<file path="config.mk">
export PLATFORM = sky130hd
export DESIGN_NAME = debounce_bank
export DESIGN_NICKNAME = d
export VERILOG_FILES = /design/src/rtl/debounce_bank.sv
export SDC_FILE = /design/constraint.sdc
export NUM_CORES = 1
export LEC_CHECK = 0
export ABC_CLOCK_PERIOD_IN_PS = 4550
export BUFFER_PORTS_ARGS = -buffer_cell sky130_fd_sc_hd__buf_4
export CORE_ASPECT_RATIO = 1.4
export CORE_UTILIZATION = 30
export DETAILED_ROUTE_END_ITERATION = 7
export PLACE_DENSITY = 0.48
export SETUP_SLACK_MARGIN = 0.05
export SLEW_MARGIN = 5
export SYNTH_ARGS = -nofsm -noshare
export SYNTH_HDL_FRONTEND = slang
export SYNTH_SLANG_ARGS = --single-unit
export TNS_END_PERCENT = 50
</file>
<file path="constraint.sdc">
create_clock -name clk_24M -period 4.55 [get_ports clk_24M]
set_clock_uncertainty 0.05 [all_clocks]
set_input_delay 0.455 -clock clk_24M [delete_from_list [all_inputs] [get_ports clk_24M]]
set_output_delay 0.455 -clock clk_24M [all_outputs]
set_load 0.01 [all_outputs]
</file>
<file path="src/rtl/debounce_bank.sv">
// Multi-channel button debouncer: 2-FF sync, tick-sampled qualification, clean level plus rise/fall strobes.
// Latency: 2 sync cycles plus STABLE_TICKS sample ticks from a clean edge to the level change; all outputs registered.
// No backpressure: free-running, en=0 freezes the prescaler and all qualification state.
module debounce_bank #(
    parameter int   CHANNELS     = 4,
    parameter int   DIVISOR      = 24000,
    parameter int   STABLE_TICKS = 50,
    parameter logic INIT_LEVEL   = 1'b0
) (
    input  logic                clk_24M,
    input  logic                reset_n,
    input  logic                en,
    input  logic [CHANNELS-1:0] btn_in,
    output logic                tick,
    output logic [CHANNELS-1:0] btn_level,
    output logic [CHANNELS-1:0] btn_rise,
    output logic [CHANNELS-1:0] btn_fall
);

    // Prescaler counter width; guarded so a degenerate divisor still yields a 1-bit counter.
    localparam int              PW         = (DIVISOR > 1) ? $clog2(DIVISOR) : 1;
    localparam logic [PW-1:0]   PRESC_LAST = PW'(DIVISOR - 1);

    // Stable counter carries one spare bit so STABLE_TICKS-1 always fits, including STABLE_TICKS=1.
    localparam int              CW         = $clog2(STABLE_TICKS) + 1;
    localparam logic [CW-1:0]   CNT_LAST   = CW'(STABLE_TICKS - 1);

    logic [PW-1:0]       presc_cnt;
    logic [CHANNELS-1:0] sync_meta;
    logic [CHANNELS-1:0] sync_q;
    logic                sample;

    // Prescaler: count 0..DIVISOR-1 and raise tick for the single cycle after the wrap; frozen while en=0.
    always_ff @(posedge clk_24M or negedge reset_n) begin
        if (!reset_n) begin
            presc_cnt <= '0;
            tick      <= 1'b0;
        end else if (en) begin
            if (presc_cnt == PRESC_LAST) begin
                presc_cnt <= '0;
                tick      <= 1'b1;
            end else begin
                presc_cnt <= presc_cnt + PW'(1);
                tick      <= 1'b0;
            end
        end else begin
            tick <= 1'b0;
        end
    end

    // Two-flop synchroniser for the asynchronous button pins; runs regardless of en so it never holds stale data.
    always_ff @(posedge clk_24M or negedge reset_n) begin
        if (!reset_n) begin
            sync_meta <= {CHANNELS{INIT_LEVEL}};
            sync_q    <= {CHANNELS{INIT_LEVEL}};
        end else begin
            sync_meta <= btn_in;
            sync_q    <= sync_meta;
        end
    end

    // A tick that lands in a cycle where en has just dropped is ignored, so freezing is immediate.
    assign sample = tick & en;

    for (genvar i = 0; i < CHANNELS; i++) begin : g_chan
        logic [CW-1:0] stable_cnt;
        logic          level_q;
        logic          rise_q;
        logic          fall_q;

        // Qualification: count consecutive differing samples, accept the new level on the last one, emit a strobe.
        always_ff @(posedge clk_24M or negedge reset_n) begin
            if (!reset_n) begin
                stable_cnt <= '0;
                level_q    <= INIT_LEVEL;
                rise_q     <= 1'b0;
                fall_q     <= 1'b0;
            end else begin
                rise_q <= 1'b0;
                fall_q <= 1'b0;
                if (sample) begin
                    if (sync_q[i] == level_q) begin
                        stable_cnt <= '0;
                    end else if (stable_cnt == CNT_LAST) begin
                        stable_cnt <= '0;
                        level_q    <= sync_q[i];
                        rise_q     <= sync_q[i];
                        fall_q     <= ~sync_q[i];
                    end else begin
                        stable_cnt <= stable_cnt + CW'(1);
                    end
                end
            end
        end

        assign btn_level[i] = level_q;
        assign btn_rise[i]  = rise_q;
        assign btn_fall[i]  = fall_q;
    end

endmodule
</file>
Word-level counts from Yosys, hierarchy flattened
Index checks and enable logic that the tools add are counted. Widths: inputs -> output; s select.

Add/sub/neg operators: 5. Equal/unequal tests: 9. Multiplexer cells: 35. Bitwise gates (word level): 9. Reduce and logical (&&, ||, !) cells: 4.

Operators by type and width (count): $mux 7 (8); $add 7x1->7 const B (4); $eq 7x6->1 const B (4); $mux 1 (26); $add 15x1->15 const B (1); $eq 15x15->1 const B (1); $mux 15 (1); $reduce_and 3->1 (4); $not 1->1 (8); $eq 1x1->1 (4); $and 1x1->1 (1).

Register bits after elaboration: 64. Output and inout port bits: 13.

Logic depth before layout (Yosys ltp)
Gate-level depths: netlist of run 1.

Word-level depth: 4. Depth in mapped cells: 7. Mapped depth without buffers: 6.

Least setup slack after synthesis of run 1
No wires, ideal clock.

Path type: register -> register. Start point: register g_chan[0].stable_cnt[0]. End point: register g_chan[0].stable_cnt[5]. Arrival time: 1.459 ns. Library setup time: 0.074 ns. Path slack: 2.967 ns. Clock period less this slack: 1.583 ns. Stages on the path, launching flop included: 6. Cells stage by stage: dfrtp_1 > ha_1 > and4b_4 > and2_4 > or3_4 > o21ai_2.

Word-level cells in the longest chain between the ends: 3.

Ends and longest elaborated chain: from (decl) (line 66) `logic [CW-1:0] stable_cnt;`; from (signal assigned) (line 90) `stable_cnt <= stable_cnt + CW'(1);`; $add 7x1->7 or $eq 7x6->1 (tied branches) (line 90, 84); $mux 7 * (line 84) `end else if (stable_cnt == CNT_LAST) begin`; $mux 7 * (line 82) `if (sync_q[i] == level_q) begin`.

Mark *: on every way between the ends. The rest lies on a longest branch, timed or not. A chain may end at the register's enable or synchronous reset.

Worst setup path after layout of run 1
Start point: register g_chan[2].stable_cnt[1]. End point: register g_chan[2].stable_cnt[1].

Word-level cells in the longest chain between the ends: 3.

Ends and longest elaborated chain (line): from (decl) (66); from (signal assigned) (90); $add 7x1->7 or $eq 7x6->1 (tied branches) (90, 84); $mux 7 * (84); $mux 7 * (82).

Marked as above.

==> results of run 1 <==
[logic make-up (layout without fill, tap and decap cells)]
group,count (synthesis),in the layout,share of synthesized area
and+or+nand+nor,112,112,0.2059
DFF,64,64,0.5077
AOI/OAI and AO/OA,51,51,0.1301
xor gates and xnor gates,21,21,0.05831
buffers and inverters,21,40,0.04165
adders and majority gates,9,9,0.03570
muxes,6,6,0.02063
[cells in the mapped netlist (2+ instances only)]
cell type	number	area [sq um]
sky130_fd_sc_hd__nor3_1	3	15.01
sky130_fd_sc_hd__ha_1	9	112.6
sky130_fd_sc_hd__a21o_1	3	22.52
sky130_fd_sc_hd__nand4_1	7	43.79
sky130_fd_sc_hd__o21ai_2	9	78.83
sky130_fd_sc_hd__and3_1	5	31.28
sky130_fd_sc_hd__nand2b_1	9	56.30
sky130_fd_sc_hd__nand2_2	2	12.51
sky130_fd_sc_hd__mux2_2	4	45.04
sky130_fd_sc_hd__buf_4	13	97.59
sky130_fd_sc_hd__nand3_1	12	60.06
sky130_fd_sc_hd__inv_1	4	15.01
sky130_fd_sc_hd__dfrtp_1	64	1602
sky130_fd_sc_hd__or3_4	3	33.78
sky130_fd_sc_hd__nor4_1	2	12.51
sky130_fd_sc_hd__a31oi_1	14	87.58
sky130_fd_sc_hd__a21oi_1	6	30.03
sky130_fd_sc_hd__o21ai_1	3	15.01
sky130_fd_sc_hd__nand3b_1	2	15.01
sky130_fd_sc_hd__and4b_4	3	41.29
sky130_fd_sc_hd__and2_4	3	26.28
sky130_fd_sc_hd__xnor2_1	11	96.34
sky130_fd_sc_hd__and4_1	2	17.52
sky130_fd_sc_hd__mux2i_1	2	20.02
sky130_fd_sc_hd__buf_2	3	15.01
sky130_fd_sc_hd__a41oi_1	4	35.03
sky130_fd_sc_hd__nor2_1	17	63.81
sky130_fd_sc_hd__xor2_1	10	87.58
sky130_fd_sc_hd__o22ai_2	3	37.54
sky130_fd_sc_hd__nor3b_1	7	52.55
sky130_fd_sc_hd__nand2_1	29	108.9
sky130_fd_sc_hd__a211oi_4	3	60.06
[final timing paths]
| path | startpoint | slack [ps] | to | depth (start not counted) |
|---|---|---|---|---|
| min in group clk_24M | btn_in[1] | 190 | sync_meta[1] | 1 |
| max in group asynchronous | reset_n | 3720 | g_chan[3].stable_cnt[6] | 1 |
| setup / recovery | g_chan[2].stable_cnt[1] | 2880 | g_chan[2].stable_cnt[1] | 6 |
| setup reg to reg | g_chan[2].stable_cnt[1] | 2880 | g_chan[2].stable_cnt[1] | 6 |
| hold / removal | reset_n | 180 | g_chan[2].level_q | 1 |
| hold reg to reg | sync_meta[3] | 300 | sync_q[3] | 0 |
[cell type report]
type / instances / area [sq um] / area share
clock buffer: 14 / 274.0 / 0.07521
sequential: 64 / 1602 / 0.4396
inverter: 4 / 15.01 / 0.004121
timing repair buffer: 20 / 150.1 / 0.04121
clock inverter: 2 / 12.51 / 0.003434
multi-input combinational: 199 / 1421 / 0.3901
tap: 135 / 168.9 / 0.04636
[power by group]
part | switching (W) | internal [W]
clock | 0.000240 | 0.000412
combinational | 0.0000391 | 0.0000303
sequential | 0.0000344 | 0.000598
total | 0.000313 | 0.00104
[flip-flops by register name, summed over array words and instances (netlist names)]
| signal | flops |
|---|---|
| g_chan.rise_q | 4 |
| tick | 1 |
| g_chan.fall_q | 4 |
| g_chan.level_q | 4 |
| presc_cnt | 15 |
| sync_meta | 4 |
| g_chan.stable_cnt | 28 |
| sync_q | 4 |
[worst reg2reg max path, cell delays in order (launching register included)]
cell and delay, ps:
sky130_fd_sc_hd__dfrtp_1 380, sky130_fd_sc_hd__inv_1 80, sky130_fd_sc_hd__ha_1 150, sky130_fd_sc_hd__nand2b_1 60, sky130_fd_sc_hd__or4_1 520, sky130_fd_sc_hd__nand2_1 200
sky130_fd_sc_hd__o22ai_1 110
[per-stage QoR]
step	util	setup slack (ps)	total power (W)
CTS	0.3621	2847	0.001382
floorplan	-	2967	0.0006804
detailed placement	0.3337	2749	0.0007128
finish	0.3621	2877	0.001354
global route	0.3621	2769	0.001421
global placement	0.3337	2772	0.0007097
[per-layer routing]
layer / track usage / routed length (um)
met1: 0.1330 / 2458
met5: 0 / 0
met2: 0.2053 / 3032
met4: 0.05746 / 115
met3: 0.04339 / 151
==> out/results.txt, run 1 <==
The worst setup path is of the flop to flop kind. Static timing analysis puts the maximum clock frequency at 0.5977 GHz. The number of design-rule violations left by the first detailed-router iteration was 107; the total number of clock tree sinks was 64. Once placement finished, the instance area stood at 0.003357 sq mm. The number of port buffers works out to 19.

The area inside the core boundary is 0.01006 sq mm, and the layout net count is 314. After detailed placement, the design holds a cell count of 422. After clock tree synthesis, the repair step resized 0 gates. For the final estimated routing congestion in global placement, the log shows 0.7650.

The die is 88.66 um wide. The launching element type of the critical path was a flop. The run gives 0.5077 as the post-synthesis sequential area ratio.

The sum of overflow across all layers after global routing is 0. After detailed routing, the total wire length is 5756 um. The logs give 0.0001723 V for the maximum resistive drop on vdd and 0 for the number of antenna violations at the first check in global routing. Detailed placement finished with a half-perimeter wire length of 3784 um.

In the final routed layout, each cell accounts on average for 13.14 um. The total iterations of the first detailed-routing run was 4; the I/O pin total was 20. The buffers plus inverters on the worst setup path was 1; the data required time at the worst endpoint was 4700 ps.

The largest incremental delay on the critical path works out to 520 ps. The critical path data arrival time came out at 1820 ps. The quantity of hold-fixing buffers added after cts was 0.

The number of distinct library cells after synthesis came out at 45. The tightest hold path in the finished design has a slack of 182.1 ps. The filler cells instantiated in the layout total 1020. The finished cells cover 0.003643 sq mm. The filler-free cell count of the finished design was 438. Layout cell share with drive strength beyond 1: 0.2277. The synthesized netlist occupies a cell area of 0.003154 sq mm.

The minimum period implied by the final worst setup slack came out at 1673 ps. TritonCTS built the clock tree. The kind of path behind the tightest hold check was primary input to async pin. The via count of the first global-routing pass came out at 2069. The average vias per placed instance came out at 4.808. Period utilization: 0.3677. The library cell contributing the largest single delay on the critical path is sky130_fd_sc_hd__or4_1.

The initialized floorplan defines 43 standard-cell rows. The logs give 3 for the count of H-tree levels built during CTS and 0.3135 for the effective utilization at floorplan. In the layout the commonest cells are sky130_fd_sc_hd__dfrtp_1, sky130_fd_sc_hd__nand2_1, sky130_fd_sc_hd__buf_4, sky130_fd_sc_hd__nor2_1, sky130_fd_sc_hd__a31oi_1.

The tools report the normalized max-slew margin as 0.4414. The leading cell type in the layout, fill and taps excluded is sky130_fd_sc_hd__dfrtp_1. The first global-routing pass estimated 9887 um of wire. The final-report hold violation count is 0.

Along the worst path, the maximum fanout reaches 6. The synthesis-to-finish area growth was 15.51%. Setup repair after global routing left no endpoint under its margin. The worst-case clock buffer depth was 2.

For the number of clock buffers inserted by TritonCTS, the log shows 9. The signal on the critical path passes through inv_1, ha_1, nand2b_1, or4_1, nand2_1, o22ai_1. From bottom edge to top edge, the die measures 123.3 um. The pin slew with the least headroom to its limit came out at 837.9 ps. Full die area: 0.01093 sq mm. Setup violations remaining at the end of the flow were counted as 0.

Power density over the cells: 371.7 mW/mm^2. The tools report the remaining design rule violation count as 0. The later pin in the worst-skew pair is clocked with a latency of 320 ps. The flip-flop and latch count after synthesis is 64, and the final total negative setup slack is 0 ps. The number of max-cap violations is 0.

The number of pins with negative max-slew slack in the final report is 0, and the count of nets left with antenna violations after detail routing is 0. Number of warnings reported in the yosys synthesis log: 0. Summed over all cells, the static leakage comes to 1.552 nW. Entering global routing, the biggest net connects 65 pins.

The cell sitting at the root of the clock tree is a sky130_fd_sc_hd__clkbuf_16. The type of destination of the critical path is a flop. Broken down by cell family, the worst path's largest delay share belongs to simple AND/OR/NAND/NOR gates. The average size of a mapped cell is 11.11 sq um, and the global-route usage over all layers is 0.1211. For the via total after detailed routing, the log shows 2106.

Once the clock tree was built, the setup fixing pass inserted 0 buffers. Net count after synthesis: 300. The flow ran to the end, and the final reports show no timing, DRC or antenna violations. Clock-pin slew was measured on the worst setup and hold paths at 50 ps.

The synthesized design contains 0 enable-type register cells. The prevailing post-synth register cell is sky130_fd_sc_hd__dfrtp_1. Async set-reset flop share out of synthesis: 1.000.

The repair_antennas step left the layout with diodes totalling 0. Synthesis produced a netlist whose cell count is 284.
(Power assumes the default switching activity.)
==> inputs of run 2 (changes only) <==
ABC_CLOCK_PERIOD_IN_PS = 1500   (was 4550)
PLACE_DENSITY = 0.5   (was 0.48)
clock period = 1.5 ns   (was 4.55 ns; I/O delays follow)
==> run 2 against run 1 <==
  * The flow now finishes with violations (setup timing)
  * Clock power grew to 2.9 times the previous value
  * Highest routed layer unchanged
  * Combinational power grew to 3.7 times the previous value
  * Register-to-register slack lost 2900 ps
  * Critical endpoint is now g_chan[1].stable_cnt[0]
  * Largest cell class unchanged
==> out/results.txt, run 2 (synthesized netlist as in run 1, its figures left out) <==
Registers with the highest flip-flop counts: g_chan.stable_cnt (28), presc_cnt (15) (unchanged). Family with the most delay on the worst path: simple AND/OR/NAND/NOR gates (unchanged). The maximum resistive drop on vdd was 0.0005256 V (was 0.0001723 V).

The normalized max-slew margin is 0.6813 (was 0.4414). The tools report the cell area after placement as 0.003725 sq mm (was 0.003357 sq mm). The count of nets left with antenna violations after detail routing was 0 (unchanged); the number of pins with negative max-slew slack in the final report was 0 (unchanged). The run gives 0 (unchanged) as the remaining design rule violation count.

The total iterations of the first detailed-routing run came out at 4 (unchanged). Layout net count: 374 (was 314). The tools report the total number of clock tree sinks as 64 (unchanged).

The global-route wire length before repair was 10640 um (was 9887 um); the final estimated routing congestion in global placement was 0.7412 (was 0.7650). The run gives 1700 ps (was 4700 ps) as the data required time at the worst endpoint. The tools report the cell chosen for the clock root as sky130_fd_sc_hd__clkbuf_16 (unchanged).

The power density over the cells is 960.6 mW/mm^2 (was 371.7 mW/mm^2). Total power after layout: 0.004095 W (was 0.001354 W). The leading cell type in the layout, fill and taps excluded was sky130_fd_sc_hd__buf_4 (was sky130_fd_sc_hd__dfrtp_1). The tools report the pin count of the biggest net entering global routing as 34 (was 65). Kind of path behind the tightest hold check: primary input to flop (was primary input to async pin). The tools report the number of clock buffers inserted by TritonCTS as 9 (unchanged). Period utilization: 1.048 (was 0.3677).

The pin slew with the least headroom to its limit was 478.1 ps (was 837.9 ps); the synthesis-to-finish area growth was 35.14% (was 15.51%). The total of endpoints with negative setup slack in the final report came out at 14 (was 0). The class of the most critical setup path was flop to flop (unchanged). The half-perimeter wire length of the detailed placement result is 4364 um (was 3784 um). The full die area is 0.01093 sq mm (unchanged).

The final critical-path setup slack is -72.59 ps (was 2877 ps). The average vias per placed instance is 4.783 (was 4.808), and the sum of overflow across all layers after global routing is 0 (unchanged). Critical path cell sequence: ha_4, and4b_4, and2_4, or3_4, o21ai_2 (was inv_1, ha_1, nand2b_1, or4_1, nand2_1, o22ai_1). The logs give 6388 um (was 5756 um) for the detailed-route wire length and 61.65 ps (was 182.1 ps) for the worst hold slack. The area inside the core boundary came out at 0.01006 sq mm (unchanged). The logs give 0.1297 (was 0.1211) for the global-route usage over all layers and 330 ps (was 320 ps) for the clock latency of the later-clocked register in the worst-skew pair.

The run gives 0.3135 (unchanged) as the effective utilization at floorplan. The count of fill cells added during filler insertion was 970 (was 1020). Final-report hold violation count: 0 (unchanged). Setup repair after global routing could not meet its margin everywhere. Type of destination of the critical path: a flop (unchanged). The run gives 2 (unchanged) as the worst-case clock buffer depth. The largest incremental delay on the critical path was 410 ps (was 520 ps).

TritonCTS built the clock tree. The tools report the number of core rows as 43 (unchanged). The tools report the via count of the first global-routing pass as 2361 (was 2069). The tools report the via total after detailed routing as 2377 (was 2106). The count of H-tree levels built during CTS came out at 3 (unchanged).

The buffers plus inverters on the worst setup path was 0 (was 1). Commonest non-fill, non-tap cells in the layout: sky130_fd_sc_hd__buf_4, sky130_fd_sc_hd__dfrtp_1, sky130_fd_sc_hd__nand2_1, sky130_fd_sc_hd__nor2_1, sky130_fd_sc_hd__a31oi_1 (was sky130_fd_sc_hd__dfrtp_1, sky130_fd_sc_hd__nand2_1, sky130_fd_sc_hd__buf_4, sky130_fd_sc_hd__nor2_1, sky130_fd_sc_hd__a31oi_1). The fmax is 0.6359 GHz (was 0.5977 GHz). The run finished, with violations left. The layout cell share with drive strength beyond 1 works out to 0.4061 (was 0.2277). The launching element type of the critical path is a flop (unchanged). The library cell contributing the largest single delay on the critical path is sky130_fd_sc_hd__or3_4 (was sky130_fd_sc_hd__or4_1).

Minimum period implied by the final worst setup slack: 1573 ps (was 1673 ps). The tools report the critical path data arrival time as 1770 ps (was 1820 ps). The I/O pin total is 20 (unchanged), and the final total negative setup slack is -799.0 ps (was 0 ps). The number of port buffers is 19 (unchanged). The post-CTS clock slew at the launch and capture registers of the worst setup and hold paths is 50 ps (about the same), and the number of max-cap violations is 0 (unchanged). The number of design-rule violations left by the first detailed-router iteration is 86 (was 107), and the peak fanout along the critical path is 4 (was 6). The die extent in y works out to 123.3 um (unchanged). The post-layout instance area was 0.004263 sq mm (was 0.003643 sq mm). The static leakage was 1.893 nW (was 1.552 nW). The register name with the most flops is g_chan.stable_cnt (unchanged). Total area of sequential cells: 0.001604 sq mm (was 0.001602 sq mm).

The number of antenna violations at the first check in global routing came out at 0 (unchanged). The checks that failed: setup timing. The tools report the final standard cell utilization of the core as 0.4237 (was 0.3621). Post-detailed-route wirelength per cell: 12.85 um (was 13.14 um).

The footprint of the multi-input gates came out at 0.001543 sq mm (was 0.001421 sq mm). The number of diodes is 0 (unchanged). Flip-flop count of the largest register after layout: 28 (unchanged).

The width of the die came out at 88.66 um (unchanged).
run 2: cell types whose count changed in the layout (fill, tap and decap cells not counted), sizes merged:
cell         before  now
buf              20   75
dlygate4sd3       0    5
clkbuf           14   12
clkinv            1    2
run 2: power breakdown:
| part | switching, W | internal, W |
|---|---|---|
| sequential | 0.000101 | 0.00182 |
| combinational | 0.000131 | 0.000130 |
| clock | 0.000721 | 0.00119 |
run 2: per-layer routing:
metal | vias up | global-route usage | wire (um) | part of all wire
met5 | - | 0 | 0 | 0
met4 | 0 | 0.07258 | 159 | 0.025
met3 | 14 | 0.02937 | 159 | 0.025
met2 | 28 | 0.2269 | 3436 | 0.54
met1 | 1184 | 0.1426 | 2632 | 0.41
li1 | 1151 | - | - | -
run 2: timing repair:
action / CTS / global route
pin swaps: 12 / 12
endpoints found under the hold margin: 34 / 0
endpoints found under the setup margin: 32 / 50
setup buffers: 9 / 4
hold buffers: 5 / 0
resized for setup: 12 / 19
run 2: final cells by class:
cell class / count / area share
multi-input cells: 199 / 0.3619
flip-flops and latches: 64 / 0.3763
clock inverters: 3 / 0.004109
inverters: 4 / 0.003522
repair buffers: 80 / 0.1544
clock buffers: 12 / 0.06017
well taps: 135 / 0.03962
run 2: final timing paths:
kind | start | endpoint | slack [ps] | cells after the start
setup / recovery | g_chan[1].stable_cnt[0] | g_chan[1].stable_cnt[0] | -70 | 5
hold / removal | en | presc_cnt[0] | 60 | 2
setup reg to reg | g_chan[1].stable_cnt[0] | g_chan[1].stable_cnt[0] | -70 | 5
hold reg to reg | sync_meta[2] | sync_q[2] | 300 | 0
max in group asynchronous | reset_n | g_chan[0].stable_cnt[0] | 620 | 3
min in group asynchronous | reset_n | sync_q[2] | 270 | 2
run 2: metrics by stage:
step	instances	worst slack, ps
after detailed placement	465	-137.8
after floorplan	284	-50.73
final	497	-72.59
after global placement	465	-80.08
after CTS	494	-74.02
after global routing	497	-129.1
==> inputs of run 3 (changes only) <==
ABC_CLOCK_PERIOD_IN_PS = 1850   (was 1500)
PLACE_DENSITY = 0.48   (was 0.5)
clock period = 1.85 ns   (was 1.5 ns; I/O delays follow)
==> run 3 against run 2 <==
  * The flow now finishes without violations
  * Clock power shrank 16%
  * Critical path depth is the same
  * Design area shrank 12%
  * Final cell count shrank 9.3%
  * Utilization shrank 5.1 points
  * Sequential power shrank 19%
  * Maximum frequency shrank 5.2%
  * Flip-flop and latch count is the same
  * Die area is the same
  * Setup slack gained 260 ps
  * Non-clock buffer count shrank 47
==> out/results.txt, run 3 (synthesized netlist as in run 1, its figures left out) <==
The final estimated routing congestion in global placement was 0.7442 (was 0.7412); the final total negative setup slack was 0 ps (was -799.0 ps). Largest incremental delay on the critical path: 430 ps (was 410 ps). The total internal power came out at 0.002600 W (was 0.003141 W). The number of port buffers was 19 (unchanged).

For the total iterations of the first detailed-routing run, the log shows 4 (unchanged). The total area of sequential cells came out at 0.001602 sq mm (was 0.001604 sq mm). The kind of path behind the tightest hold check was primary input to flop (unchanged). The flip-flop count of the largest register after layout was 28 (unchanged).

The die extent in y is 123.3 um (unchanged), and the critical path data arrival time is 1870 ps (was 1770 ps). The via count of the first global-routing pass was 2168 (was 2361). Worst reg2reg path startpoint: g_chan[3].stable_cnt[0] (was g_chan[1].stable_cnt[0]). The normalized max-slew margin came out at 0.6621 (was 0.6813). The register-to-register setup slack is 190 ps (was -70 ps).

The fraction of power spent switching nets was 0.2249 (was 0.2328); the worst hold path depth was 2 (unchanged). The tools report the launching element type of the critical path as a flop (unchanged). The data required time at the worst endpoint was 2060 ps (was 1700 ps).

Detailed-route wire length: 5812 um (was 6388 um). The number of antenna violations at the first check in global routing is 0 (unchanged). Part of the power in registers: 0.462 (was 0.469). The peak fanout along the critical path works out to 5 (was 4). The register name with the most flops was g_chan.stable_cnt (unchanged). Minimum period implied by the final worst setup slack: 1659 ps (was 1573 ps). The count of fill cells added during filler insertion is 1024 (was 970), and the number of diodes is 0 (unchanged). For the total number of clock tree sinks, the log shows 64 (unchanged). The tools report the end point of the most critical hold path as presc_cnt[0] (unchanged).

The cell chosen for the clock root was sky130_fd_sc_hd__clkbuf_16 (unchanged). The fmax was 0.6028 GHz (was 0.6359 GHz); the effective utilization at floorplan was 0.3135 (unchanged). Via total after detailed routing: 2126 (was 2377). The run gives 0.001421 sq mm (was 0.001543 sq mm) as the footprint of the multi-input gates. The layout net count came out at 327 (was 374). The buffers inserted during post-CTS setup optimization is 0 (was 9). The run finished with clean final reports. The terminus of the critical flop-to-flop path is g_chan[3].stable_cnt[6] (was g_chan[1].stable_cnt[0]). The post-detailed-route wirelength per cell works out to 12.89 um (was 12.85 um).

The tools report the clock latency of the later-clocked register in the worst-skew pair as 330 ps (about the same). The sum of overflow across all layers after global routing was 0 (unchanged); the period utilization was 0.8967 (was 1.048). The post-placement setup slack was 196.1 ps (was -137.8 ps). Combinational cell fraction of total power: 0.058 (was 0.064).

Class of the most critical setup path: flop to flop (unchanged). The logs give 0.1235 (was 0.1297) for the global-route usage over all layers and 0.01093 sq mm (unchanged) for the full die area. The remaining design rule violation count is 0 (unchanged). TritonCTS built the clock tree.

The I/O pin total came out at 20 (unchanged). The total net switching power came out at 0.0007546 W (was 0.0009533 W). Setup repair after global routing left no endpoint under its margin.

The launch instance of the worst min-delay path is en (unchanged). The average vias per placed instance was 4.714 (was 4.783); the post-CTS clock slew at the launch and capture registers of the worst setup and hold paths was 50 ps (about the same). The worst-case clock buffer depth was 2 (unchanged).

The library cell contributing the largest single delay on the critical path is sky130_fd_sc_hd__dfrtp_1 (was sky130_fd_sc_hd__or3_4). The count of H-tree levels built during CTS is 3 (unchanged), and the area inside the core boundary is 0.01006 sq mm (unchanged). The pin count of the biggest net entering global routing is 36 (was 34).

For the final critical-path setup slack, the log shows 191.1 ps (was -72.59 ps). The number of core rows was 43 (unchanged); the global-route wire length before repair was 10010 um (was 10640 um). The width of the die works out to 88.66 um (unchanged). The post-cts sizing count is 0 (was 12), and the number of pins with negative max-slew slack in the final report is 0 (unchanged). Commonest non-fill, non-tap cells in the layout: sky130_fd_sc_hd__dfrtp_1, sky130_fd_sc_hd__nand2_1, sky130_fd_sc_hd__buf_4, sky130_fd_sc_hd__nor2_1, sky130_fd_sc_hd__a31oi_1 (was sky130_fd_sc_hd__buf_4, sky130_fd_sc_hd__dfrtp_1, sky130_fd_sc_hd__nand2_1, sky130_fd_sc_hd__nor2_1, sky130_fd_sc_hd__a31oi_1). Critical path cell sequence: ha_1, and4b_4, and2_4, or3_4, o21ai_2 (was ha_4, and4b_4, and2_4, or3_4, o21ai_2). The pin slew with the least headroom to its limit was 505.0 ps (was 478.1 ps). The leading cell type in the layout, fill and taps excluded is sky130_fd_sc_hd__dfrtp_1 (was sky130_fd_sc_hd__buf_4). The final-report hold violation count was 0 (unchanged).

The tools report the maximum resistive drop on vdd as 0.0003727 V (was 0.0005256 V). Registers with the highest flip-flop counts: g_chan.stable_cnt (28), presc_cnt (15) (unchanged). The depth of the worst register-to-register path is 5 (unchanged). The power density over the cells is 894.9 mW/mm^2 (was 960.6 mW/mm^2), and the number of clock buffers inserted by TritonCTS is 9 (unchanged). The tools report the type of destination of the critical path as a flop (unchanged). The run gives 0 (unchanged) as the number of max-cap violations. The static leakage was 1.614 nW (was 1.893 nW); the synthesis-to-finish area growth was 18.84% (was 35.14%). The fraction of power consumed by the clock network came out at 0.480 (was 0.467). For the number of design-rule violations left by the first detailed-router iteration, the log shows 120 (was 86).

The layout cell share with drive strength beyond 1 came out at 0.2405 (was 0.4061). The half-perimeter wire length of the detailed placement result is 4064 um (was 4364 um), and the total of endpoints with negative setup slack in the final report is 0 (was 14). The count of nets left with antenna violations after detail routing is 0 (unchanged).
## run 3: layer usage
| metal | part of all wire | GRT usage | vias to the layer above |
|---|---|---|---|
| met2 | 0.52 | 0.2082 | 19 |
| met5 | 0 | 0 | - |
| li1 | - | - | 1062 |
| met1 | 0.43 | 0.1413 | 1035 |
| met4 | 0.031 | 0.08165 | 0 |
| met3 | 0.018 | 0.02203 | 10 |
## run 3: final cells by class
| type | count | area share |
|---|---|---|
| well taps | 135 | 0.04506 |
| clock buffers | 12 | 0.06308 |
| repair buffers | 33 | 0.06943 |
| clock inverters | 4 | 0.01202 |
| multi-input cells | 199 | 0.3792 |
| flip-flops and latches | 64 | 0.4272 |
| inverters | 4 | 0.004005 |
## run 3: worst max-delay path: cells and delay by family (launching register included)
kind	cells	cell delay (ps)
AOI/OAI and AO/OA	1	140
adders and majority gates	1	210
and+or+nand+nor	3	750
DFF	1	430
## run 3: through the flow
| stage | area [sq um] | utilization | std cells | total power, W | hold WS [ps] |
|---|---|---|---|---|---|
| after global routing | 3749 | 0.3726 | 451 | 0.003510 | 105.3 |
| final | 3749 | 0.3726 | 451 | 0.003355 | 91.70 |
| after CTS | 3749 | 0.3726 | 451 | 0.003419 | 82.96 |
| after global placement | 3417 | 0.3396 | 430 | 0.001759 | 131.5 |
| after detailed placement | 3417 | 0.3396 | 430 | 0.001763 | 136.5 |
| after floorplan | 3154 | - | 284 | 0.001674 | -160.6 |
## run 3: power groups by stage
stage	clock network [W]	logic, W	registers [W]
2_1_floorplan	0	0.000116	0.00156
3_3_place_gp	0	0.000190	0.00157
3_5_place_dp	0	0.000196	0.00157
4_1_cts	0.00167	0.000203	0.00155
5_1_grt	0.00172	0.000229	0.00156
6_report	0.00161	0.000196	0.00155
## run 3: worst max path at each step
| stage | startpoint | depth (start not counted) | slack, ps | end |
|---|---|---|---|---|
| 6_report | g_chan[3].stable_cnt[0] | 5 | 190 | g_chan[3].stable_cnt[6] |
| 5_1_grt | g_chan[3].stable_cnt[0] | 5 | 100 | g_chan[3].stable_cnt[4] |
| 4_1_cts | g_chan[0].stable_cnt[0] | 5 | 180 | g_chan[0].stable_cnt[5] |
| 3_5_place_dp | g_chan[0].stable_cnt[0] | 5 | 200 | g_chan[0].stable_cnt[5] |
| 3_3_place_gp | g_chan[3].stable_cnt[0] | 5 | 220 | g_chan[3].stable_cnt[0] |
| 2_1_floorplan | g_chan[0].stable_cnt[0] | 5 | 270 | g_chan[0].stable_cnt[5] |
## run 3: timing repair
action | CTS | global route
setup endpoints to repair | 0 | 0
endpoints found under the hold margin | 35 | 0
hold buffers | 5 | 0
